$ cat src/rtl/mem_write_buffer.sv
// Store write buffer: in-order FIFO of CPU stores drained to data memory over valid/ready.
// Optional store-to-load forwarding is enabled by defining STORE_FWD_EN.
module mem_write_buffer #(
  parameter int DATA_W = 32,
  parameter int ADDR_W = 32,
  parameter int DEPTH  = 4
) (
  input  logic                       clock,
  input  logic                       rst,
  input  logic                       st_valid,
  output logic                       st_ready,
  input  logic [ADDR_W-1:0]          st_addr,
  input  logic [DATA_W-1:0]          st_data,
  input  logic [DATA_W/8-1:0]        st_be,
  output logic                       mem_wr_valid,
  input  logic                       mem_wr_ready,
  output logic [ADDR_W-1:0]          mem_addr,
  output logic [DATA_W-1:0]          mem_wdata,
  output logic [DATA_W/8-1:0]        mem_be,
  output logic [$clog2(DEPTH):0]     count,
  output logic                       full,
  output logic                       empty,
  input  logic [ADDR_W-1:0]          ld_addr,
  output logic                       fwd_hit,
  output logic [DATA_W-1:0]          fwd_data
);

  localparam int BE_W  = DATA_W / 8;
  localparam int PTR_W = $clog2(DEPTH);
  localparam int CNT_W = PTR_W + 1;

  logic [ADDR_W-1:0] addr_mem [DEPTH];
  logic [DATA_W-1:0] data_mem [DEPTH];
  logic [BE_W-1:0]   be_mem   [DEPTH];
  logic [PTR_W-1:0]  wr_ptr;
  logic [PTR_W-1:0]  rd_ptr;
  logic              push;
  logic              pop;

  assign full         = (count == CNT_W'(DEPTH));
  assign empty        = (count == '0);
  assign st_ready     = !full;
  assign mem_wr_valid = !empty;
  assign push         = st_valid && st_ready;
  assign pop          = mem_wr_valid && mem_wr_ready;

  // Entry storage is deliberately not reset; only occupied slots are ever observed.
  always_ff @(posedge clock) begin
    if (push) begin
      addr_mem[wr_ptr] <= st_addr;
      data_mem[wr_ptr] <= st_data;
      be_mem[wr_ptr]   <= st_be;
    end
  end

  always_ff @(posedge clock) begin
    if (rst) begin
      wr_ptr <= '0;
      rd_ptr <= '0;
      count  <= '0;
    end else begin
      if (push) wr_ptr <= wr_ptr + PTR_W'(1);
      if (pop)  rd_ptr <= rd_ptr + PTR_W'(1);
      case ({push, pop})
        2'b10:   count <= count + CNT_W'(1);
        2'b01:   count <= count - CNT_W'(1);
        default: count <= count;
      endcase
    end
  end

  assign mem_addr  = empty ? '0 : addr_mem[rd_ptr];
  assign mem_wdata = empty ? '0 : data_mem[rd_ptr];
  assign mem_be    = empty ? '0 : be_mem[rd_ptr];

`ifdef STORE_FWD_EN
  logic              match_found;
  logic [BE_W-1:0]   match_be;
  logic [DATA_W-1:0] match_data;
  logic [PTR_W-1:0]  idx;
  logic              unused_ld_low;

  assign unused_ld_low = ^ld_addr[1:0];

  // Walk oldest to youngest so the last match seen is the youngest store to that word.
  always_comb begin
    match_found = 1'b0;
    match_be    = '0;
    match_data  = '0;
    idx         = '0;
    fwd_hit     = 1'b0;
    fwd_data    = '0;
    for (int i = 0; i < DEPTH; i++) begin
      idx = rd_ptr + PTR_W'(i);
      if ((CNT_W'(i) < count) && (addr_mem[idx][ADDR_W-1:2] == ld_addr[ADDR_W-1:2])) begin
        match_found = 1'b1;
        match_be    = be_mem[idx];
        match_data  = data_mem[idx];
      end
    end
    if (match_found && (&match_be)) begin
      fwd_hit  = 1'b1;
      fwd_data = match_data;
    end
  end
`else
  logic unused_ld_addr;

  assign unused_ld_addr = ^ld_addr;
  assign fwd_hit        = 1'b0;
  assign fwd_data       = '0;
`endif

endmodule
$ cat config.mk
export PLATFORM = sky130hd
export DESIGN_NAME = mem_write_buffer
export DESIGN_NICKNAME = d
export VERILOG_FILES = /design/src/rtl/mem_write_buffer.sv
export SDC_FILE = /design/constraint.sdc
export NUM_CORES = 1
export LEC_CHECK = 0
export CORE_ASPECT_RATIO = 0.7
export CORE_UTILIZATION = 52
export CTS_CLUSTER_SIZE = 28
export DETAILED_ROUTE_END_ITERATION = 8
export PLACE_DENSITY = 0.92
export SYNTH_ARGS = -nofsm -noshare
export SYNTH_HDL_FRONTEND = slang
export SYNTH_SLANG_ARGS = --single-unit
$ cat constraint.sdc
create_clock -name clock -period 3.5 [get_ports clock]
set_input_delay 0.35 -clock clock [delete_from_list [all_inputs] [get_ports clock]]
set_output_delay 0.35 -clock clock [all_outputs]
set_load 0.05 [all_outputs]
* Word-level counts from Yosys, hierarchy flattened
Memory sizes are Yosys's and may differ from the RTL's. A register that Yosys moved wholly into a read port is not among the register bits.
Cells that the tools add are included.
** Operators by class
- Add/subtract/negate cells :: 4
- Multipliers :: 0
- Divide/modulo/power cells :: 0
- Order comparisons :: 0
- Eq/ne operators :: 3
- Shifts and indexed selects :: 0
- Multiplexer cells :: 12
- Bitwise operators :: 0
- Reductions and logical operators :: 6
** Operators by type and width (number)
- two-way mux 32 bit :: 2
- two-way mux 2 bit :: 6
- one-hot mux 3 bit (2 select lines) :: 1
- adder 2 x 1 -> 2 bit, second input constant :: 2
- two-way mux 4 bit :: 1
- adder 3 x 1 -> 3 bit, second input constant :: 1
- == test 3 bit, second input constant :: 1
- logical NOT 3 bit :: 1
- subtractor 3 x 1 -> 3 bit, second input constant :: 1
- == test 2 x 1 -> 1 bit, second input constant :: 1
- == test 2 bit, second input constant :: 1
- logical AND 1 bit :: 2
- logical NOT 1 bit :: 2
- two-way mux 1 bit :: 2
- nonzero test 2 bit :: 1
** Storage, ports and cells
- Register bits :: 7
- Latch bits :: 0
- RAM bits :: 272
- Memory bits (read-only) :: 0
- Input bits :: 104
- Memories kept :: 3
** Memories
- addr_mem :: depth 4, bits a word 32, rd ports 1, clocked after memory_dff 1, wr ports 1, line 32 : logic [ADDR_W-1:0] addr_mem [DEPTH];
- data_mem :: depth 4, bits a word 32, rd ports 1, clocked after memory_dff 1, wr ports 1, line 33 : logic [DATA_W-1:0] data_mem [DEPTH];
- be_mem :: depth 4, bits a word 4, rd ports 1, clocked after memory_dff 1, wr ports 1, line 34 : logic [BE_W-1:0] be_mem [DEPTH];

* Longest topological paths before layout
- Depth after elaboration :: 5
- Gate-level depth with buffers :: 11
- Depth with buffers taken out :: 11

* Worst setup path after synthesis
OpenSTA, ideal clock, no wires.
- Kind :: flip-flop to flip-flop
- Start point :: reg count[0]
- End point :: mem addr_mem[0][0] (enable)
- Arrival time :: 3.647 ns
- Required time :: 3.067 ns
- Slack :: -0.580 ns
- Cell stages (with the launch flop) :: 6
- Path buffers :: 0
- Period minus slack after synthesis :: 4.080 ns
- Cells stage by stage :: dfxtp_1 inv_1 nand3_1 inv_1 nor2_1 and2_1
** On the way
- Word-level cells in the longest chain between the ends :: 5
** Ends and longest elaborated chain
- start, declared :: line 20 : output logic [$clog2(DEPTH):0] count,
- start signal, assigned :: line 65 : 2'b10: count <= count + CNT_W'(1);
- start signal, assigned :: line 66 : 2'b01: count <= count - CNT_W'(1);
- start signal, assigned :: line 67 : default: count <= count;
- == test 3 bit :: line 40 : assign full = (count == CNT_W'(DEPTH));
- logical NOT 1 bit :: line 42 : assign st_ready = !full;
- net st_ready :: line 11 : output logic st_ready,
- logical AND 1 bit :: line 44 : assign push = st_valid && st_ready;
- two-way mux 1 bit :: line 49 : if (push) begin
- two-way mux 1 bit (not written as such) :: line 50 : addr_mem[wr_ptr] <= st_addr;
- end, declared :: line 32
The timed path passes the listed nets, and every way through them passes these cells.

* Final worst setup path
- Start point :: reg count[2]
- End point :: out mem_addr[30]
** On the way
- Word-level cells in the longest chain between the ends :: 2
** Ends and longest elaborated chain
- logical NOT 3 bit :: line 41 : assign empty = (count == '0);
- two-way mux 32 bit :: line 72 : assign mem_addr = empty ? '0 : addr_mem[rd_ptr];
- end, declared :: line 17 : output logic [ADDR_W-1:0] mem_addr,
No other way between the ends.

==> impl_metrics.tcl <==
set metrics [dict create \
    status "completed" \
    core_area_um2 20800 \
    endpoint_kind "output pin" \
    drt-total-wl_um 21000 \
    tns_ns 0 \
    io_pins 212 \
    setup_viol_count_final 0 \
    final-hold-violation-count 0 \
    grt_use_met3_pct 5.95 \
    synth_warnings 0 \
    dpl.hpwl_um 12200 \
    tightest_slew_ns 0.782 \
    yosys_register_bits 281 \
    insertion_delay_ns 0.52 \
    p_clk_share_pct 25.9 \
    r2r_start "count[0]" \
    relSlewSlack_pct 47.9 \
    final_core_util_pct 65.4 \
    fp-row-count 44 \
    pre_cts_ws_ns 0.713 \
    combPwrFrac_pct 37.6 \
    holdPathEnd "addr_mem[1][7]" \
    dieArea_um2 21800 \
    cp.required_ns 3.15 \
    fin_area_um2 13600 \
    cp-start-kind "register" \
    firstDrtPassIters 4 \
    seqPwrFrac_pct 36.5 \
    tritoncts "done" \
    synth_cell_type_count 23 \
    grt_use_met1_pct 25.1 \
    finClkSkew_ns 0.0125 \
    ys_top_cells_by_area "edfxtp_1 (74%), mux4_2 (14%), and2_1 (4.1%)" \
    r2r_cells 8 \
    p_per_area_nw_per_um2 832 \
    cts_setup_buffers 0 \
    rsz0062_at_grt "false" \
    period_share_pct 95.0 \
    clk_pin_slew_worst_paths_ns 0.06 \
    arrival_ns 2.98 \
    r2r_end "count[2]" \
    leakage_nw 4.41 \
    grt_start_max_net_pins 69 \
    worstPathMaxFanout 42 \
    drive_gt1_share_pct 17.2 \
    placed_cell_area_um2 12700 \
    grt.busiest_layer "met2" \
    post_cts_resized 0 \
    areaGrowthSynthToFinish_pct 23.2 \
    max_cap_viol_count 0 \
    synth_most_common_cell "edfxtp_1" \
    worstHoldPathCells 1 \
    vias 5297 \
    synth_top_cell_by_area "edfxtp_1" \
    critPathKind "reg -> out" \
    initial_core_util_pct 53.1 \
    synth_commonest_cells "edfxtp_1 (272), and2_1 (73), mux4_2 (68), buf_4 (33), clkbuf_1 (12)" \
    syn_inst 523 \
    antenna_found_initial 0 \
    n_fill_cell 1287 \
    portBuffers 146 \
    setup_slack_ns 0.175 \
    dieHeight_um 124 \
    cts_root_buffer "clkbuf_16" \
    via_per_inst 5.44 \
    grt_usage_pct 19.6 \
    ys_dominant_reg_cell "edfxtp_1" \
    first_global_vias 5604 \
    drv_slew 0 \
    clkSinkCount 281 \
    syn_avg_cell_area_um2 21.1 \
    grt_util_met2_pct 33.3 \
    post-route-min-period_ns 3.33 \
    diodes 0 \
    synth.yosys.seq_area_share_pct 75.8 \
    ff2ff_setup_slack_ns 0.75 \
    hold_path_class "in -> reg" \
    drtAntennaViolNets 0 \
    p_total_mw 11.3 \
    die_x_um 176 \
    ys_async_sr_fraction_pct 0 \
    hold_buffers 0 \
    swShare_pct 34.9 \
    drc 0 \
    drt_iter0_drc 445 \
    fin_nets 789 \
    synthesis.area_um2 11000 \
    max_clock_freq_ghz 0.301 \
    wl_per_cell_um 21.5 \
    overflow 0 \
    p_int_mw 7.35 \
    cts_max_level 1 \
    cts-buffers-inserted 26 \
    synth_top_area_share_pct 74.2 \
    ir_drop_mv 0.777 \
    p_switching_mw 3.94 \
    grt_pass1_wl_um 31700 \
    hold_start "st_addr[7]" \
    max-clock-path-buffers 3 \
    synth-edff-count 272 \
    place.gp.congestion 0.835 \
]
[cell usage in the layout, fill, tap and decap left out, types with 3 or more instances in the layout]
| cell | count |
|---|---|
| edfxtp_1 | 272 |
| clkdlybuf4s50_1 | 146 |
| and2_1 | 69 |
| mux4_2 | 68 |
| conb_1 | 33 |
| clkbuf_16 | 27 |
| inv_1 | 9 |
| dfxtp_1 | 7 |
| clkinv_1 | 6 |
| buf_12 | 6 |
| nor2_1 | 5 |
| o21ai_0 | 5 |
| ha_1 | 5 |
| bufinv_16 | 5 |
| and2_4 | 4 |
| a21oi_1 | 4 |
| clkinv_2 | 4 |
| nand2b_1 | 3 |
| or3_1 | 3 |
| clkbuf_1 | 3 |
[per-layer routing]
| layer | vias up | part of all wire, % |
|---|---|---|
| met5 | - | 0 |
| met4 | 0 | 1.9 |
| met3 | 38 | 8.7 |
| met2 | 238 | 49 |
| met1 | 2709 | 40 |
| li1 | 2312 | - |
[critical path, stage by stage (launching register included)]
cell and delay (ns):
dfxtp_1 0.35, or3_2 0.86, buf_4 0.34, and2_1 0.18, clkdlybuf4s50_1 0.71
[cell type report]
class                      instances  area (µm²)  share of cell area (%)
tap                              276         345                    2.54
inverter                           9        33.8                   0.249
clock buffer                      30         687                    5.06
multi-input combinational        207        2350                    17.3
timing repair buffer             154        1600                    11.8
clock inverter                    16         200                    1.47
sequential                       281        8360                    61.6
[how the worst max path moves through the flow]
stage	endpoint	cells after the start	start	slack (ns)
floorplan	addr_mem[0][0]	5	count[0]	0.15
global placement	mem_wdata[2]	4	count[2]	0.73
detailed placement	mem_addr[17]	4	count[2]	0.71
CTS	mem_addr[30]	4	count[2]	0.14
global route	mem_addr[19]	4	count[2]	0.03
finish	mem_addr[30]	4	count[2]	0.17
[power groups by stage]
| stage | clock, mW | combinational (mW) | sequential, mW |
|---|---|---|---|
| 2_1_floorplan | 0 | 3.01 | 4.18 |
| 3_3_place_gp | 0 | 4.20 | 4.16 |
| 3_5_place_dp | 0 | 4.26 | 4.20 |
| 4_1_cts | 2.98 | 4.30 | 4.13 |
| 5_1_grt | 3.09 | 4.47 | 4.15 |
| 6_report | 2.92 | 4.24 | 4.12 |
[logic make-up (layout without fill, tap and decap cells)]
logic type,Yosys count,count (layout),synth area share [%]
compound gates,9,9,0.409
xor+xnor,2,2,0.159
fa+ha+maj,6,6,0.750
buf+inv,67,209,4.01
flops,281,281,75.8
mux,69,69,14.0
other cells,1,33,0.0341
simple gates,88,88,4.84
[per-stage QoR]
step,hold slack (ns),instances
floorplan,0.449,555
global placement,0.460,927
detailed placement,0.495,927
CTS,0.429,973
global route,0.449,973
finish,0.461,973
[flip-flops by register name (all words and copies together), names as in the netlist, named ones only]
signal	cells
addr_mem	128
data_mem	128
rd_ptr	2
wr_ptr	2
be_mem	16
count	3
(Power assumes the default switching activity.)
